==> src/rtl/simon_pkg.sv <==
// Shared types and constants for the SIMON32/64 decrypt key expander.
package simon_pkg;

   localparam int WORD_W     = 16;
   localparam int NUM_ROUNDS = 32;
   localparam int KEY_WORDS  = 4;

   localparam logic [WORD_W-1:0] C_CONST = 16'hFFFC;
   // z0 sequence, bit 0 of the sequence is the MSB
   localparam logic [61:0] Z0 = 62'b11111010001001010110000111001101111101000100101011000011100110;

   typedef logic [WORD_W-1:0] word_t;
   typedef logic [4:0]        rnd_idx_t;

   typedef enum logic [1:0] {
      IDLE,
      EXPAND,
      SERVE
   } keyexp_state_t;

   function automatic word_t ror(input word_t x, input int unsigned n);
      return (x >> n) | (x << (WORD_W - n));
   endfunction

   function automatic logic z0_bit(input rnd_idx_t i);
      logic [61:0] sh;
      sh = Z0 << i;
      return sh[61];
   endfunction

endpackage

==> src/rtl/simon_decrypt_key_expander_if.sv <==
// Key-in / round-key-out handshake bundle. The replay input exists only when
// SIMON_KEYEXP_REPLAY_EN is defined.
interface simon_decrypt_key_expander_if;
   import simon_pkg::*;

   logic     key_valid;
   logic     key_ready;
   logic [63:0] key;
   logic     rk_valid;
   logic     rk_ready;
   word_t    rk;
   rnd_idx_t rk_round;
   logic     busy;
   logic     done;
`ifdef SIMON_KEYEXP_REPLAY_EN
   logic     replay;
`endif

`ifdef SIMON_KEYEXP_REPLAY_EN
   modport slave (
      input  key_valid, key, rk_ready, replay,
      output key_ready, rk_valid, rk, rk_round, busy, done
   );
   modport master (
      output key_valid, key, rk_ready, replay,
      input  key_ready, rk_valid, rk, rk_round, busy, done
   );
`else
   modport slave (
      input  key_valid, key, rk_ready,
      output key_ready, rk_valid, rk, rk_round, busy, done
   );
   modport master (
      output key_valid, key, rk_ready,
      input  key_ready, rk_valid, rk, rk_round, busy, done
   );
`endif

endinterface

==> src/rtl/simon_keyexp_step.sv <==
// One SIMON32/64 key-schedule step: k[i+4] from k[i], k[i+1], k[i+3] and z0 bit i.
module simon_keyexp_step
   import simon_pkg::*;
(
   input  word_t k_i,
   input  word_t k_i1,
   input  word_t k_i3,
   input  logic  z_bit,
   output word_t k_i4
);

   word_t t;

   always_comb begin
      t    = ror(k_i3, 3) ^ k_i1;
      // C_CONST folds the reference ~k[i] ^ 3 into a single XOR
      k_i4 = C_CONST ^ k_i ^ t ^ ror(t, 1) ^ {{(WORD_W-1){1'b0}}, z_bit};
   end

endmodule

==> src/rtl/simon_decrypt_key_expander.sv <==
// SIMON32/64 key expander serving round keys k31..k0 to the decrypt datapath.
// Optional stored-schedule replay: define SIMON_KEYEXP_REPLAY_EN.
//
// state  | meaning
// IDLE   | key_ready high, waiting for a key (or replay request)
// EXPAND | writing k4..k31, one word per cycle, exp_cnt counts down 27..0
// SERVE  | presenting regfile[ptr] on rk, ptr counts down 31..0
module simon_decrypt_key_expander
   import simon_pkg::*;
(
   input  logic                          clk,
   input  logic                          rst,
   simon_decrypt_key_expander_if.slave   bus
);

   localparam rnd_idx_t EXP_LAST = rnd_idx_t'(NUM_ROUNDS - KEY_WORDS - 1);
   localparam rnd_idx_t RND_LAST = rnd_idx_t'(NUM_ROUNDS - 1);

   keyexp_state_t state_q, state_d;
   word_t         rf_q [NUM_ROUNDS];
   word_t         rf_d [NUM_ROUNDS];
   rnd_idx_t      exp_cnt_q, exp_cnt_d;
   rnd_idx_t      ptr_q, ptr_d;
   logic          key_ready_q, key_ready_d;
   logic          rk_valid_q, rk_valid_d;
   word_t         rk_q, rk_d;
   rnd_idx_t      rk_round_q, rk_round_d;
   logic          busy_q, busy_d;
   logic          done_q, done_d;
`ifdef SIMON_KEYEXP_REPLAY_EN
   logic          sched_ok_q, sched_ok_d;
`endif

   rnd_idx_t exp_i, exp_i1, exp_i3, exp_wr, ptr_m1;
   word_t    k_next;

   assign exp_i  = EXP_LAST - exp_cnt_q;
   assign exp_i1 = exp_i + 5'd1;
   assign exp_i3 = exp_i + 5'd3;
   assign exp_wr = exp_i + 5'd4;
   assign ptr_m1 = ptr_q - 5'd1;

   simon_keyexp_step u_step (
      .k_i   (rf_q[exp_i]),
      .k_i1  (rf_q[exp_i1]),
      .k_i3  (rf_q[exp_i3]),
      .z_bit (z0_bit(exp_i)),
      .k_i4  (k_next)
   );

   always_comb begin
      state_d     = state_q;
      rf_d        = rf_q;
      exp_cnt_d   = exp_cnt_q;
      ptr_d       = ptr_q;
      key_ready_d = key_ready_q;
      rk_valid_d  = rk_valid_q;
      rk_d        = rk_q;
      rk_round_d  = rk_round_q;
      busy_d      = busy_q;
      done_d      = 1'b0;
`ifdef SIMON_KEYEXP_REPLAY_EN
      sched_ok_d  = sched_ok_q;
`endif
      case (state_q)
         IDLE: begin
            if (bus.key_valid && key_ready_q) begin
               rf_d[0]     = bus.key[15:0];
               rf_d[1]     = bus.key[31:16];
               rf_d[2]     = bus.key[47:32];
               rf_d[3]     = bus.key[63:48];
               exp_cnt_d   = EXP_LAST;
               state_d     = EXPAND;
               key_ready_d = 1'b0;
               busy_d      = 1'b1;
`ifdef SIMON_KEYEXP_REPLAY_EN
               sched_ok_d  = 1'b0;
            end else if (bus.replay && sched_ok_q) begin
               ptr_d       = RND_LAST;
               state_d     = SERVE;
               rk_valid_d  = 1'b1;
               rk_d        = rf_q[RND_LAST];
               rk_round_d  = RND_LAST;
               key_ready_d = 1'b0;
               busy_d      = 1'b1;
`endif
            end
         end
         EXPAND: begin
            rf_d[exp_wr] = k_next;
            if (exp_cnt_q == 5'd0) begin
               // k31 is written this edge, so present it straight from the step
               ptr_d      = RND_LAST;
               state_d    = SERVE;
               rk_valid_d = 1'b1;
               rk_d       = k_next;
               rk_round_d = RND_LAST;
`ifdef SIMON_KEYEXP_REPLAY_EN
               sched_ok_d = 1'b1;
`endif
            end else begin
               exp_cnt_d = exp_cnt_q - 5'd1;
            end
         end
         SERVE: begin
            if (bus.rk_ready && rk_valid_q) begin
               if (ptr_q == 5'd0) begin
                  state_d     = IDLE;
                  rk_valid_d  = 1'b0;
                  key_ready_d = 1'b1;
                  busy_d      = 1'b0;
                  done_d      = 1'b1;
               end else begin
                  ptr_d      = ptr_m1;
                  rk_d       = rf_q[ptr_m1];
                  rk_round_d = ptr_m1;
               end
            end
         end
         default: state_d = IDLE;
      endcase
   end

   always_ff @(posedge clk) begin
      if (rst) begin
         state_q     <= IDLE;
         exp_cnt_q   <= '0;
         ptr_q       <= '0;
         key_ready_q <= 1'b1;
         rk_valid_q  <= 1'b0;
         rk_q        <= '0;
         rk_round_q  <= '0;
         busy_q      <= 1'b0;
         done_q      <= 1'b0;
`ifdef SIMON_KEYEXP_REPLAY_EN
         sched_ok_q  <= 1'b0;
`endif
      end else begin
         state_q     <= state_d;
         exp_cnt_q   <= exp_cnt_d;
         ptr_q       <= ptr_d;
         key_ready_q <= key_ready_d;
         rk_valid_q  <= rk_valid_d;
         rk_q        <= rk_d;
         rk_round_q  <= rk_round_d;
         busy_q      <= busy_d;
         done_q      <= done_d;
`ifdef SIMON_KEYEXP_REPLAY_EN
         sched_ok_q  <= sched_ok_d;
`endif
      end
   end

   always_ff @(posedge clk) begin
      rf_q <= rf_d;
   end

   assign bus.key_ready = key_ready_q;
   assign bus.rk_valid  = rk_valid_q;
   assign bus.rk        = rk_q;
   assign bus.rk_round  = rk_round_q;
   assign bus.busy      = busy_q;
   assign bus.done      = done_q;

endmodule

==> src/flat_wrapper.sv <==
// flat-port wrapper written by rule: the top's interface ports become plain ports
module simon_decrypt_key_expander_flat import simon_pkg::*;
  (clk, rst, bus_key_valid, bus_key, bus_rk_ready, bus_key_ready, bus_rk_valid, bus_rk, bus_rk_round, bus_busy, bus_done);
  simon_decrypt_key_expander_if bus_i ();
  input  logic clk;
  input  logic rst;
  input wire logic [$bits(bus_i.key_valid)-1:0] bus_key_valid;
  input wire logic [$bits(bus_i.key)-1:0] bus_key;
  input wire logic [$bits(bus_i.rk_ready)-1:0] bus_rk_ready;
  output wire logic [$bits(bus_i.key_ready)-1:0] bus_key_ready;
  output wire logic [$bits(bus_i.rk_valid)-1:0] bus_rk_valid;
  output wire logic [$bits(bus_i.rk)-1:0] bus_rk;
  output wire logic [$bits(bus_i.rk_round)-1:0] bus_rk_round;
  output wire logic [$bits(bus_i.busy)-1:0] bus_busy;
  output wire logic [$bits(bus_i.done)-1:0] bus_done;
  assign bus_i.key_valid = bus_key_valid;
  assign bus_i.key = bus_key;
  assign bus_i.rk_ready = bus_rk_ready;
  assign bus_key_ready = bus_i.key_ready;
  assign bus_rk_valid = bus_i.rk_valid;
  assign bus_rk = bus_i.rk;
  assign bus_rk_round = bus_i.rk_round;
  assign bus_busy = bus_i.busy;
  assign bus_done = bus_i.done;
  simon_decrypt_key_expander u_core (.clk(clk), .rst(rst), .bus(bus_i));
endmodule
==> config.mk <==
export PLATFORM = sky130hd
export DESIGN_NAME = simon_decrypt_key_expander_flat
export DESIGN_NICKNAME = d
export VERILOG_FILES = /design/src/rtl/simon_pkg.sv /design/src/rtl/simon_decrypt_key_expander_if.sv /design/src/rtl/simon_keyexp_step.sv /design/src/rtl/simon_decrypt_key_expander.sv /design/src/flat_wrapper.sv
export SDC_FILE = /design/constraint.sdc
export NUM_CORES = 1
export LEC_CHECK = 0
export BUFFER_PORTS_ARGS = -buffer_cell sky130_fd_sc_hd__buf_4
export CAP_MARGIN = 20
export CORE_ASPECT_RATIO = 1.5
export CORE_UTILIZATION = 55
export CTS_CLUSTER_DIAMETER = 80
export DETAILED_ROUTE_END_ITERATION = 8
export PLACE_DENSITY = 0.72
export RECOVER_POWER = 100
export SETUP_SLACK_MARGIN = 0.3
export SYNTH_ARGS = -nofsm -noshare
export SYNTH_HDL_FRONTEND = slang
export SYNTH_HIERARCHICAL = 1
export SYNTH_SLANG_ARGS = --single-unit
==> constraint.sdc <==
create_clock -name clk -period 6 [get_ports clk]
set_clock_uncertainty 0.1 [all_clocks]
set_input_delay 1.2 -clock clk [delete_from_list [all_inputs] [get_ports clk]]
set_output_delay 1.2 -clock clk [all_outputs]
set_load 0.05 [all_outputs]
Word-level counts from Yosys, hierarchy flattened --
Cells that the tools add are included.
Word-level totals: register bits 544, latch bits 0, RAM bits 0, memory bits (read-only) 0, input bits 68, output and inout port bits 25, word-level logic and storage cells 135, memories kept 0
Cells by class: add/subtract/negate cells 6, $mul 0, divide/modulo/power cells 0, $lt $le $gt $ge 6, eq/ne operators 8, shift-type cells 1, multiplexer cells 44, bitwise gates (word level) 14, reductions and logical operators 16
Operators with widths (count):
- $bwmux 512 | 1
- $bmux 16 s5 | 4
- $mux 16 | 12
- $pmux 64 s2 | 1
- $demux 16 s5 | 1
- $mux 64 | 1
- $shl 62x5->62 const A | 1
- $xor 16x16->16 | 3
- $pmux 16 s2 | 1
- $ge 6x6->1 const B | 5
- $not 5->6 | 5
- $mux 5 | 5
- $pmux 5 s2 | 2
- $or 13x16->16 | 1
- $or 15x16->16 | 1
- $reduce_and 4->1 | 4
- $xor 16x1->16 | 1
- $not 14->14 | 1
- $logic_not 5->1 | 2
- $sub 5x1->5 const B | 2
- $mux 1 | 8
- $mux 2 | 4
- $ne 2x1->1 const B | 4
- $lt 6x1->1 const B | 1
- 16 further kinds | 24

Longest topological paths before layout --
depth in word-level cells 13, depth in mapped cells 16, mapped depth without buffers 12

Hierarchy --
The synthesis kept the hierarchy.
By module, submodules not included:
- simon_decrypt_key_expander | instances 1, cells each 1920, area an instance 32886.5 sq um, seq. area each 16015.4 sq um
- simon_keyexp_step | instances 1, cells each 34, area an instance 571.8 sq um, seq. area each 0.0 sq um

Least setup slack after synthesis --
OpenSTA, ideal clock, no wires.
path kind reg2reg, start point register u_core.exp_cnt_q[2], end point register u_core.rk_q[3] (netlist: u_core/bus.rk[3]), library setup time 86 ps, data arrival time 4919 ps, required time 5814 ps, setup slack 896 ps, cell stages (with the launch flop) 15, path buffers 4, period minus slack after synthesis 5104 ps, cells stage by stage dfxtp_1 -> buf_4 -> buf_1 -> inv_1 -> ha_1 -> clkbuf_1 -> xor2_1 -> buf_6 -> mux4_2 -> xnor3_1 -> xor2_1 -> nor2_1 -> o21ai_0 -> a211oi_1 -> a211oi_1
On the way: longest elaborated chain between the ends 13, elaborated cells between the ends (all ways) 27, those cells by class 3 x add/sub; 1 x eq/ne; 11 x mux; 10 x bitwise; 2 x reduce/logical
RTL lines:
- from (decl) | line simon_decrypt_key_expander.sv:22 | rnd_idx_t exp_cnt_q, exp_cnt_d;
- from (signal assigned) | line simon_decrypt_key_expander.sv:140 | exp_cnt_q <= exp_cnt_d;
- $sub 5x5->5 * | line simon_decrypt_key_expander.sv:37 | assign exp_i = EXP_LAST - exp_cnt_q;
- $add 5x2->5 | line simon_decrypt_key_expander.sv:39 | assign exp_i3 = exp_i + 5'd3;
- $not 5->6 (implied by the code) | line simon_decrypt_key_expander.sv:46 | .k_i3 (rf_q[exp_i3]),
- $bmux 16 s5 | line simon_decrypt_key_expander.sv:46
- $mux 16 (implied by the code) (2 in a row) | line simon_decrypt_key_expander.sv:46
- $or 13x16->16 | line simon_pkg.sv:22 | return (x >> n) | (x << (WORD_W - n));
- $xor 16x16->16 | line simon_keyexp_step.sv:15 | t = ror(k_i3, 3) ^ k_i1;
- $xor 16x16->16 / $or 15x16->16 (equally long branches) | line simon_keyexp_step.sv:17, simon_pkg.sv:22
- $xor 16x16->16 * | line simon_keyexp_step.sv:17 | k_i4 = C_CONST ^ k_i ^ t ^ ror(t, 1) ^ {{(WORD_W-1){1'b0}}, z_bit};
- $xor 16x1->16 * | line simon_keyexp_step.sv:17
- via u_core.k_next[3] | line simon_decrypt_key_expander.sv:35 | word_t k_next;
- $mux 16 * | line simon_decrypt_key_expander.sv:91 | if (exp_cnt_q == 5'd0) begin
- $pmux 16 s2 * | line simon_decrypt_key_expander.sv:65 | case (state_q)
- to (signal assigned) | line simon_decrypt_key_expander.sv:144 | rk_q <= rk_d;
- to (decl) | line simon_decrypt_key_expander.sv:26 | word_t rk_q, rk_d;
Mark *: on every way through the listed nets, which the timed path passes. The rest lies on a longest branch. The select of a mux whose other input is x is not followed. A chain may end at the register's enable or synchronous reset.

Worst setup path after layout --
start point register u_core.exp_cnt_q[2], end point register u_core.rk_q[7] (netlist: u_core/bus.rk[7])
Same word-level chain as after synthesis.

==> flow_summary.yaml <==
status:
  outcome: "finished, violations left"
  failed_checks: "max-capacitance violations, max-slew violations"
timing:
  fmax_mhz: 174.0
  hold_viol_final: 0
  tightest_slew_ns: 3.192
  period_needed_ns: 5.746
  hold-worst-slack_ns: 0.4066
  setup_violations: 0
  finalSetupTns_ns: 0
  layout_worst_path_cycle_share_pct: 95.77
  maxSlewHeadroom_pct: -113.6
  max_slew_violation_count: 475
  rsz0062_at_grt: "false"
synth:
  ys_warn_count: 6
  synth-async-reset-ratio_pct: 0
  synthDominantCellAreaShare_pct: 45.95
  syn_area_mm2: 0.03346
  synthTopCellsByArea: "sky130_fd_sc_hd__edfxtp_1 46%, sky130_fd_sc_hd__mux4_2 30%, sky130_fd_sc_hd__mux2_2 8.0%"
  synth.net_count: 2031
  count_of_flip_flops_with_a_built_in_enable_after_synthesis: 512
  mapped_avg_cell_area_um2: 17.12
  synth_seq_area_share_pct: 47.87
  synthesis.instances: 1954
  netlist-cell-type-count: 45
  synth-seq-cells: 544
  synth.most_common_cell: "sky130_fd_sc_hd__edfxtp_1"
  synth.largest_area_cell: "sky130_fd_sc_hd__edfxtp_1"
  post_synth_top_cells: "512 x sky130_fd_sc_hd__edfxtp_1, 447 x sky130_fd_sc_hd__mux4_2, 239 x sky130_fd_sc_hd__mux2_2"
  synth-main-ff-cell: "sky130_fd_sc_hd__edfxtp_1"
global_route:
  grt_util_all_layers_pct: 37.22
  largest_net_degree_at_the_start_of_global_routing: 155
  first_global_vias: 22030
  grt-ovfl-total: 0
  first_pass_grt_wire_length_mm: 159.2
  antenna_found_initial: 2
cts:
  tritoncts_clock_tree: "yes"
  insertion_delay_ns: 0.63
  numClockSinks: 544
  cts_inserted_buffers: 53
  htree_num_levels: 2
  clkSlewWorstSetupHoldPaths_ns: 0.07
  clock_tree.root_cell: "sky130_fd_sc_hd__clkbuf_16"
  maximum_buffer_depth_of_the_clock_tree: 3
cells_and_area:
  drive_above_1_share_pct: 44.33
  finalNonFillerCells: 2833
  areaGrowthSynthToFinish_pct: 10.15
  final_nets: 2081
  filler_cells: 4376
place:
  dp_cells: 2727
  gpl_congestion: 0.9761
  port_buffers: 92
  hpwlAfterDp_mm: 74.74
setup_path:
  crit_path_class: "reg -> reg"
  path_max_fanout: 24
  worst-endpoint-required_ns: 6.37
  worstPathArrival_ns: 6.11
  worstSetupStartpointType: "register"
  worst_setup_path_end_kind: "register"
routing:
  routed-via-count: 21611
  drt-vias-per-instance: 7.628
  wire_per_inst_um: 39.89
  drt-initial-drc-count: 2712
  totalWireLength_mm: 113.0
  route.antenna.remaining_nets: 0
  drt_pre_antenna_iters: 5
  route.detailed.drc: 0
worst_hold_path:
  hold_path_class: "reg -> reg"
floorplan:
  die_h_um: 304.1
  io_pins: 93
  initial_utilization_pct: 55.76
  core_region_area_mm2: 0.06001
  rows: 110
  die_area_mm2: 0.06184
  die_width_um: 203.4
flow_run:
  count_of_max_cap_constraint_violations: 28
==> final timing paths <==
kind / slack [ns] / end / cells past startpoint / from
min reg2reg: 0.41 / u_core/bus.busy / 2 / u_core/bus.busy
min: 0.41 / u_core/bus.busy / 2 / u_core/bus.busy
max: 0.25 / u_core/bus.rk[7] / 12 / u_core/exp_cnt_q[2]
max reg2reg: 0.25 / u_core/bus.rk[7] / 12 / u_core/exp_cnt_q[2]
==> per-stage QoR <==
step,instance area (µm²),worst slack [ns],util (%)
after floorplan,33460,0.8955,-
after global placement,35300,0.3656,58.82
after detailed placement,35300,0.3045,58.82
after CTS,37130,0.4132,61.87
after global routing,36850,0.1727,61.40
final,36850,0.2535,61.42
==> layout make-up <==
class                      instances  area, µm²  area share, %
timing repair buffer             166       1236          3.354
antenna                            3      7.507        0.02037
tap                              784      980.9          2.662
inverter                           6      22.52        0.06111
clock buffer                      72       1490          4.043
multi-input combinational       1233      16760          45.47
clock inverter                    25      332.8         0.9031
sequential                       544      16030          43.49
==> per-layer routing <==
layer / up-vias / track usage [%] / share of wire (%)
met4: 0 / 30.01 / 10
met1: 11300 / 42.01 / 31
met5: - / 0 / 0
met3: 439 / 6.511 / 8.8
met2: 1502 / 61.99 / 50
li1: 8370 / - / -
==> registers in the layout, summed over array words and instances, names as in the netlist <==
register,count
u_core/bus.key_ready,1
u_core/state_q,2
u_core/bus.rk_valid,1
u_core/rf_q,512
u_core/bus.busy,1
u_core/exp_cnt_q,5
u_core/bus.rk_round,5
u_core/bus.done,1
u_core/bus.rk,16
==> cells by family (layout without fill, tap and decap cells) <==
family | after synthesis | after routing | share of synthesized area (%)
other cells | 0 | 3 | 0
compound gates | 139 | 139 | 2.517
flops | 544 | 544 | 47.87
simple gates | 240 | 240 | 3.078
buf+inv | 177 | 269 | 2.363
xor+xnor | 45 | 45 | 2.064
mux | 800 | 800 | 41.77
fa+ha+maj | 9 | 9 | 0.3366
==> cell usage in the layout, fill, tap and decap left out, types with 7 or more instances in the layout <==
cell type	Yosys	routed
sky130_fd_sc_hd__clkinv_1	0	7
sky130_fd_sc_hd__o21ai_0	86	86
sky130_fd_sc_hd__clkbuf_16	0	55
sky130_fd_sc_hd__mux2_1	49	49
sky130_fd_sc_hd__a211oi_1	26	26
sky130_fd_sc_hd__nand2_1	118	118
sky130_fd_sc_hd__xor2_1	16	17
sky130_fd_sc_hd__mux4_2	447	447
sky130_fd_sc_hd__nor4_1	13	12
sky130_fd_sc_hd__bufinv_16	0	8
sky130_fd_sc_hd__mux2_2	239	239
sky130_fd_sc_hd__a311oi_1	8	8
sky130_fd_sc_hd__buf_12	0	11
sky130_fd_sc_hd__nor2_1	68	66
sky130_fd_sc_hd__mux2i_1	64	64
sky130_fd_sc_hd__xnor3_1	15	15
sky130_fd_sc_hd__a21oi_1	7	7
sky130_fd_sc_hd__and2_0	0	14
sky130_fd_sc_hd__dfxtp_1	32	29
sky130_fd_sc_hd__clkbuf_1	99	60
sky130_fd_sc_hd__ha_1	9	7
sky130_fd_sc_hd__buf_4	5	103
sky130_fd_sc_hd__edfxtp_1	512	512
==> critical path: stages, from the launching register on <==
cell	delay, ns
sky130_fd_sc_hd__dfxtp_4	0.83
sky130_fd_sc_hd__inv_1	0.27
sky130_fd_sc_hd__ha_1	0.55
sky130_fd_sc_hd__xor2_4	0.60
sky130_fd_sc_hd__buf_4	0.30
sky130_fd_sc_hd__mux4_2	0.52
sky130_fd_sc_hd__xor2_1	0.30
sky130_fd_sc_hd__xnor3_1	0.63
sky130_fd_sc_hd__buf_8	0.26
sky130_fd_sc_hd__nor2_1	0.09
sky130_fd_sc_hd__o21ai_0	0.09
sky130_fd_sc_hd__a211oi_1	0.82
sky130_fd_sc_hd__a211oi_1	0.19
==> what timing repair did <==
| action | CTS | global route |
|---|---|---|
| setup buffers | 0 | 0 |
| hold buffers | 0 | 0 |
| gates resized for setup | 1 | 0 |
| setup endpoints to repair | 1 | 0 |
| endpoints found under the hold margin | 0 | 0 |
Power is left out: the tool's default activity adds up to more than one toggle a clock period on the data nets, which glitch-free logic cannot reach.
